## src/rtl/regfile_dump.sv

```systemverilog
// Register file dump engine: walks a register index range through a spare
// combinational read port and streams (address, data) beats over valid/ready.
module regfile_dump #(
    parameter int WIDTH = 8,
    parameter int NREGS = 16
) (
    input  logic             clk,
    input  logic             reset,
    input  logic             start,
    input  logic [3:0]       first,
    input  logic [3:0]       last,
    output logic [3:0]       ra,
    input  logic [WIDTH-1:0] rd,
    output logic [3:0]       out_addr,
    output logic [WIDTH-1:0] out_data,
    output logic             out_valid,
    input  logic             out_ready,
    output logic             freeze,
    output logic             busy,
    output logic             done
);

    // The address path is a fixed 4 bits, so larger register files cannot be covered.
    generate
        if (NREGS < 1 || NREGS > 16) begin : g_nregs_check
            $error("regfile_dump: NREGS must be in 1..16");
        end
    endgenerate

    typedef enum logic [1:0] {
        IDLE = 2'd0,
        READ = 2'd1,
        SEND = 2'd2,
        FIN  = 2'd3
    } state_t;

    state_t           state_reg, state_next;
    logic [3:0]       idx_reg, idx_next;
    logic [3:0]       end_reg, end_next;
    logic [3:0]       out_addr_reg, out_addr_next;
    logic [WIDTH-1:0] out_data_reg, out_data_next;
    logic             out_valid_reg, out_valid_next;
    logic             handshake;

    assign handshake = out_valid_reg && out_ready;

    always_ff @(posedge clk) begin
        if (reset) begin
            state_reg     <= IDLE;
            idx_reg       <= 4'd0;
            end_reg       <= 4'd0;
            out_addr_reg  <= 4'd0;
            out_data_reg  <= '0;
            out_valid_reg <= 1'b0;
        end else begin
            state_reg     <= state_next;
            idx_reg       <= idx_next;
            end_reg       <= end_next;
            out_addr_reg  <= out_addr_next;
            out_data_reg  <= out_data_next;
            out_valid_reg <= out_valid_next;
        end
    end

    always_comb begin
        state_next     = state_reg;
        idx_next       = idx_reg;
        end_next       = end_reg;
        out_addr_next  = out_addr_reg;
        out_data_next  = out_data_reg;
        out_valid_next = out_valid_reg;

        case (state_reg)
            IDLE: begin
                if (start) begin
                    if (first <= last) begin
                        idx_next   = first;
                        end_next   = last;
                        state_next = READ;
                    end else begin
                        state_next = FIN;
                    end
                end
            end
            READ: begin
                out_data_next  = rd;
                out_addr_next  = idx_reg;
                out_valid_next = 1'b1;
                state_next     = SEND;
            end
            SEND: begin
                // Termination by equality keeps index 15 from wrapping to 0.
                if (handshake) begin
                    out_valid_next = 1'b0;
                    if (idx_reg == end_reg) begin
                        state_next = FIN;
                    end else begin
                        idx_next   = idx_reg + 4'd1;
                        state_next = READ;
                    end
                end
            end
            FIN: begin
                state_next = IDLE;
            end
            default: begin
                state_next = IDLE;
            end
        endcase
    end

    assign ra        = idx_reg;
    assign out_addr  = out_addr_reg;
    assign out_data  = out_data_reg;
    assign out_valid = out_valid_reg;
    assign freeze    = (state_reg != IDLE);
    assign busy      = (state_reg != IDLE);
    assign done      = (state_reg == FIN);

endmodule

```

## config.mk

```make
export PLATFORM = sky130hd
export DESIGN_NAME = regfile_dump
export DESIGN_NICKNAME = d
export VERILOG_FILES = /design/src/rtl/regfile_dump.sv
export SDC_FILE = /design/constraint.sdc
export NUM_CORES = 1
export LEC_CHECK = 0
export BUFFER_PORTS_ARGS = -buffer_cell sky130_fd_sc_hd__buf_2
export CORE_MARGIN = 3
export CORE_UTILIZATION = 44
export CTS_CLUSTER_SIZE = 40
export DETAILED_ROUTE_END_ITERATION = 12
export GPL_TIMING_DRIVEN = 0
export MAX_ROUTING_LAYER = met4
export PLACE_DENSITY_LB_ADDON = 0.2
export SYNTH_ARGS = -nofsm -noshare
export SYNTH_HDL_FRONTEND = slang
export SYNTH_SLANG_ARGS = --single-unit
```

## constraint.sdc

```tcl
create_clock -name clk -period 1.5 [get_ports clk]
set_clock_uncertainty 0.05 [all_clocks]
set_input_delay 0.075 -clock clk [delete_from_list [all_inputs] [get_ports clk]]
set_output_delay 0.075 -clock clk [all_outputs]
set_load 0.005 [all_outputs]
```

==> summary.md, run 1 <==
| Metric | Value |
|---|---|
| Status | finished with violations |
| Failing checks | setup timing |
| Worst skew pair latency | 0.30 ns |
| Nets | 223 |
| Clock tree from TritonCTS | done |
| Antenna violations before repair | 0 |
| Slowest cell on the critical path | or4_1 |
| Yosys warns | 0 |
| GR Overflow Total | 0 |
| PortBufs | 38 |
| Slew of the pin with the lowest slew margin | 0.484 ns |
| Yosys cell types | 33 |
| Root Buffer | clkbuf_4 |
| Clock Sinks | 23 |
| Fin. max-slew vios | 0 |
| Final period util | 1.13 |
| Pin count of the biggest net entering global routing | 13 |
| Clock-pin slew on the worst setup and hold paths | 0.12 ns |
| GPL Wtd Cong | 0.872 |
| Seq/Total Area, Yosys | 0.399 |
| DIE WIDTH | 57.2 um |
| Drt drc | 0 |
| Core area | 2340 um2 |
| WP depth | 5 |
| Aggregate global-route resource usage | 0.174 |
| Synthesized net count | 165 |
| Area growth, synth to finish | 36.3% |
| Wirelength per Cell | 12.4 um |
| Vias per std cell | 5.22 |
| Worst Path Arrival | 1.87 ns |
| Crit-path cells | or3b_4 -> o21ai_4 -> o41ai_4 -> or4_1 -> o31ai_1 |
| Hold path cells | 3 |
| Main synth FF type | dfxtp_1 |
| Fraction of final layout cells sized beyond drive strength 1 | 0.284 |
| Post-synth EDFFs | 0 |
| Largest fanout on the critical path | 7 |
| Top Ports | 40 |
| Routed via count | 1174 |
| Num rows | 17 |
| Max reg flops | 8 |
| Top post-synthesis cells by area | dfxtp_1 40%, a21oi_1 10%, nand2_1 8.8% |
| Minimum clock period | 1.69 ns |
| CTS H-tree lvls | 1 |
| Worst setup EP type | flop |
| Synth Cell Area | 1150 um2 |
| Antenna Violating Nets Remaining | 0 |
| Met1 Use GR | 0.205 |
| Req. time, crit path | 1.68 ns |
| Met3 GRT Util | 0.0475 |
| Met2 usage | 0.289 |
| Hold Vio Cnt, Final | 0 |
| Grt peak-use layer | met2 |
| Slew headroom | 0.677 |
| Dpl ws | -0.245 ns |
| Cell family contributing the most delay on the critical path | simple AND/OR/NAND/NOR gates |
| Max_cap viols | 0 |
| Register-to-Register Path Depth | 5 |
| Synth top area share | 0.399 |
| Yosys top cell by area | dfxtp_1 |
| Vias in the first global route | 1048 |
| Final hold slack | 0.0272 ns |
| Synth Area per Inst | 8.25 um2 |
| LEAKAGE | 0.692 nW |
| Startpoint Class | flop |
| Most common cell after layout, fill and taps aside | buf_2 |
| 1st-iter DRT viols | 36 |
| Drt first pass iters | 4 |
| Diode count | 0 |
| Async S/R FF share, synth | 0 |
| Finish-stage setup viols | 4 |
| Max Fclk | 591 MHz |
| RSZ-0062 raised after global routing | yes |
| First-pass GRT wire length | 4.49 mm |
| Initial core utilization | 0.494 |
| CP Class | flop to flop |
| Max Root-Sink Buffers | 2 |
| PwrDens | 956 nW/um2 |
| Synthesized flop and latch total | 23 |
| Dpl hpwl | 2.05 mm |
| CP max stage delay | 0.48 ns |
| Most frequent cells in the layout | 38 x buf_2, 27 x nand2_1, 23 x a21oi_1 |
| Peak VDD IR | 0.000891 V |
| Die area | 3280 um2 |
| Cell count after synthesis | 140 |
| Setup WS post-layout | -0.193 ns |
| Final WL | 2.79 mm |
| HP Class | input pin to flop |
| Fillers | 197 |
| Buf/Inv on CP | 0 |
| Clock buffer count from CTS | 3 |
| Die Ht | 57.2 um |
-- cells by family after synthesis --
kind of cell	share of synthesized area
buffers and inverters	0.0488
DFF	0.399
muxes	0.00867
AOI/OAI and AO/OA	0.241
adders and majority gates	0.0542
xor gates and xnor gates	0.0303
and+or+nand+nor	0.219
-- cell type report --
cell class / count / area (um2) / share of cell area
buffer: 6 / 27.5 / 0.0175
sequential: 23 / 467 / 0.297
multi-input combinational: 103 / 653 / 0.415
tap: 28 / 35.0 / 0.0223
timing repair buffer: 53 / 335 / 0.213
clock buffer: 4 / 26.3 / 0.0167
inverter: 8 / 30.0 / 0.0191
-- cells in the mapped netlist, types with 2 or more instances --
| cell type | count |
|---|---|
| o31ai_1 | 2 |
| nand3_1 | 5 |
| nor2b_1 | 4 |
| nor2_1 | 5 |
| a21oi_1 | 23 |
| o21ai_0 | 5 |
| nand2_1 | 27 |
| xor2_1 | 2 |
| xnor2_1 | 2 |
| o22ai_1 | 2 |
| clkbuf_1 | 5 |
| ha_1 | 5 |
| or4_1 | 3 |
| dfxtp_1 | 23 |
| nand2b_1 | 2 |
| inv_1 | 8 |
-- power by group --
group | switching [mW] | total, mW | internal (mW)
sequential | 0.0624 | 0.731 | 0.669
combinational | 0.260 | 0.498 | 0.237
clock | 0.173 | 0.277 | 0.104
-- stage by stage --
step	utilization	power (mW)	cell area [um2]	cells	setup TNS, ns
floorplan	-	1.04	1160	140	-0.283
global placement	0.591	1.17	1380	206	-1.09
detailed placement	0.591	1.18	1380	206	-1.46
CTS	0.667	1.50	1560	224	-0.568
global route	0.673	1.60	1570	225	-1.12
finish	0.673	1.51	1570	225	-0.680
-- worst reg2reg max path: stages (launching register included) --
cell     delay, ns
dfxtp_4       0.38
or3b_4        0.41
o21ai_4       0.09
o41ai_4       0.13
or4_1         0.48
o31ai_1       0.07
-- metal layers --
metal	vias up	routed length, um
li1	601	-
met1	528	1200
met2	39	1350
met3	6	186
met4	0	44
met5	-	0
-- timing repair --
item / CTS / global route
resized for setup: 3 / 8
hold endpoints to repair: 13 / 0
buffers inserted: 1 / 1
pin swaps: 0 / 0
endpoints found under the setup margin: 5 / 15
hold buffers: 13 / 0
-- final timing paths --
check | start | endpoint | slack, ns
max | state_reg[0] | ra[3] | -0.19
min | start | state_reg[1] | 0.03
max reg2reg | state_reg[0] | ra[3] | -0.19
min reg2reg | out_data[7] | out_data[7] | 0.41
(Power assumes the default switching activity.)
==> inputs of run 2 (changes only) <==
BUFFER_PORTS_ARGS = -buffer_cell sky130_fd_sc_hd__buf_4   (was -buffer_cell sky130_fd_sc_hd__buf_2)
CAP_MARGIN = 20   (was not set)
==> run 2 against run 1 <==
Against the previous run: the flow still finishes with violations (setup timing); sequential share of layout area fell by 1.9 points; clock-buffer cell count fell by 1; maximum frequency fell by 1.0%; first-iteration DRC count rose by 14%; sequential power barely moved; highest routed layer is now met3.
==> summary.md, run 2 (synthesis results as in run 1) <==
| Metric | Value |
|---|---|
| Status | finished with violations |
| Failing checks | setup timing |
| GR Overflow Total | 0 |
| Drt first pass iters | 5 |
| Hold path cells | 3 |
| Num rows | 17 |
| Max reg flops | 8 |
| Routed via count | 1148 |
| Clock Sinks | 23 |
| Die Ht | 57.2 um |
| Antenna violations before repair | 0 |
| Fillers | 183 |
| Reg2reg end | ra[0] |
| PwrDens | 929 nW/um2 |
| Max_cap viols | 0 |
| Storage element area | 470 um2 |
| Largest fanout on the critical path | 8 |
| DIE WIDTH | 57.2 um |
| HP Class | input pin to flop |
| RSZ-0062 raised after global routing | yes |
| Final hold slack | 0.0125 ns |
| Req. time, crit path | 1.67 ns |
| Worst setup EP type | flop |
| CP Class | flop to flop |
| Aggregate global-route resource usage | 0.173 |
| FF-to-FF Start | state_reg[1] |
| Fraction of final layout cells sized beyond drive strength 1 | 0.307 |
| Nets | 225 |
| Reg-to-reg slack, setup | -0.21 ns |
| Most common cell after layout, fill and taps aside | buf_4 |
| Clock-pin slew on the worst setup and hold paths | 0.13 ns |
| Hold Crit Endpoint | state_reg[1] |
| Setup TNS | -0.724 ns |
| Final period util | 1.14 |
| Top Ports | 40 |
| Peak VDD IR | 0.000958 V |
| Setup WS post-layout | -0.211 ns |
| Pin count of the biggest net entering global routing | 15 |
| PortBufs | 38 |
| Worst skew pair latency | 0.31 ns |
| Antenna Violating Nets Remaining | 0 |
| Slowest cell on the critical path | or4_1 |
| Buf/Inv on CP | 0 |
| Vias in the first global route | 1030 |
| Minimum clock period | 1.71 ns |
| Core area | 2340 um2 |
| Startpoint Class | flop |
| Initial core utilization | 0.494 |
| Max Root-Sink Buffers | 2 |
| Crit-path cells | or3b_4 -> o21ai_4 -> o41ai_4 -> or4_1 -> o31ai_1 |
| Diode count | 0 |
| Die area | 3280 um2 |
| Cell family contributing the most delay on the critical path | simple AND/OR/NAND/NOR gates |
| Area growth, synth to finish | 46.7% |
| 1st-iter DRT viols | 41 |
| CP max stage delay | 0.49 ns |
| Power Total | 1.57 mW |
| Max Fclk | 584 MHz |
| Drt drc | 0 |
| Dpl hpwl | 2.10 mm |
| Slew headroom | 0.687 |
| Vias per std cell | 5.06 |
| Clock tree from TritonCTS | done |
| Wirelength per Cell | 12.5 um |
| Fin. max-slew vios | 0 |
| Finish-stage setup viols | 6 |
| Clock buffer count from CTS | 3 |
| GPL Wtd Cong | 0.886 |
| Worst Path Arrival | 1.89 ns |
| Root Buffer | clkbuf_4 |
| First-pass GRT wire length | 4.44 mm |
| Slew of the pin with the lowest slew margin | 0.470 ns |
| Register-to-Register Path Depth | 5 |
| Hold_sp | start |
| LEAKAGE | 0.719 nW |
| Hold Vio Cnt, Final | 0 |
| CTS H-tree lvls | 1 |
| Footprint of the multi-input gates | 656 um2 |
| Final WL | 2.85 mm |
| Most frequent cells in the layout | 43 x buf_4, 27 x nand2_1, 23 x a21oi_1 |
[run 2: changes by cell type in the layout (fill, tap and decap cells not counted)]
cell	before	now
buf_4	3	43
buf_2	38	0
o21ai_0	1	4
o21ai_1	5	2
clkbuf_1	5	4
clkinvlp_4	0	1
dfxtp_1	20	19
dfxtp_4	1	2
nor2b_1	4	3
nor2b_2	0	1
[run 2: cell type report]
cell class | instances | share of cell area
multi-input cells | 103 | 0.387
flip-flops and latches | 23 | 0.278
repair buffers | 55 | 0.263
well taps | 28 | 0.0207
inverters | 8 | 0.0177
plain buffers | 6 | 0.0162
clock buffers | 3 | 0.0133
clock inverters | 1 | 0.00443
[run 2: where the power goes]
part | internal [mW] | switching [mW] | leakage, nW | total (mW)
Combinational | 0.286 | 0.266 | 0.515 | 0.552
Sequential | 0.671 | 0.0625 | 0.189 | 0.734
Clock | 0.102 | 0.187 | 0.0139 | 0.288
Total | 1.06 | 0.515 | 0.719 | 1.57
[run 2: how the worst max path moves through the flow]
stage                            start     to  slack (ns)  cells past startpoint
after detailed placement      first[1]  ra[0]       -0.26                      7
after global placement        first[1]  ra[0]       -0.23                      7
after global routing      state_reg[1]  ra[0]       -0.24                      5
after floorplan           state_reg[0]  ra[0]       -0.09                      5
final                     state_reg[1]  ra[0]       -0.21                      5
after CTS                 state_reg[1]  ra[0]       -0.17                      5
[run 2: metal layers]
| metal | wire (um) | GRT usage | vias up |
|---|---|---|---|
| met1 | 1310 | 0.224 | 520 |
| met3 | 153 | 0.0430 | 0 |
| li1 | - | - | 599 |
| met4 | 0 | 0.0199 | 0 |
| met2 | 1390 | 0.282 | 29 |
| met5 | 0 | - | - |
[run 2: worst min-delay path: cells and delay by family]
kind,cells,cell delay (ns)
AOI/OAI and AO/OA,2,0.17
buffers and inverters,1,0.09
[run 2: stage by stage]
step,cell area (um2),util,worst slack [ns],cells
finish,1690,0.724,-0.211,227
global route,1690,0.724,-0.242,227
CTS,1690,0.722,-0.174,227
detailed placement,1480,0.632,-0.264,206
global placement,1480,0.632,-0.226,206
floorplan,1160,-,-0.0940,140
[run 2: repair_timing]
item	4_1_cts	5_1_grt
cloned	0	0
pin swaps	0	0
resized for setup	8	2
endpoints found under the hold margin	13	0
hold buffers	13	0
setup buffers	4	0
setup endpoints to repair	5	16
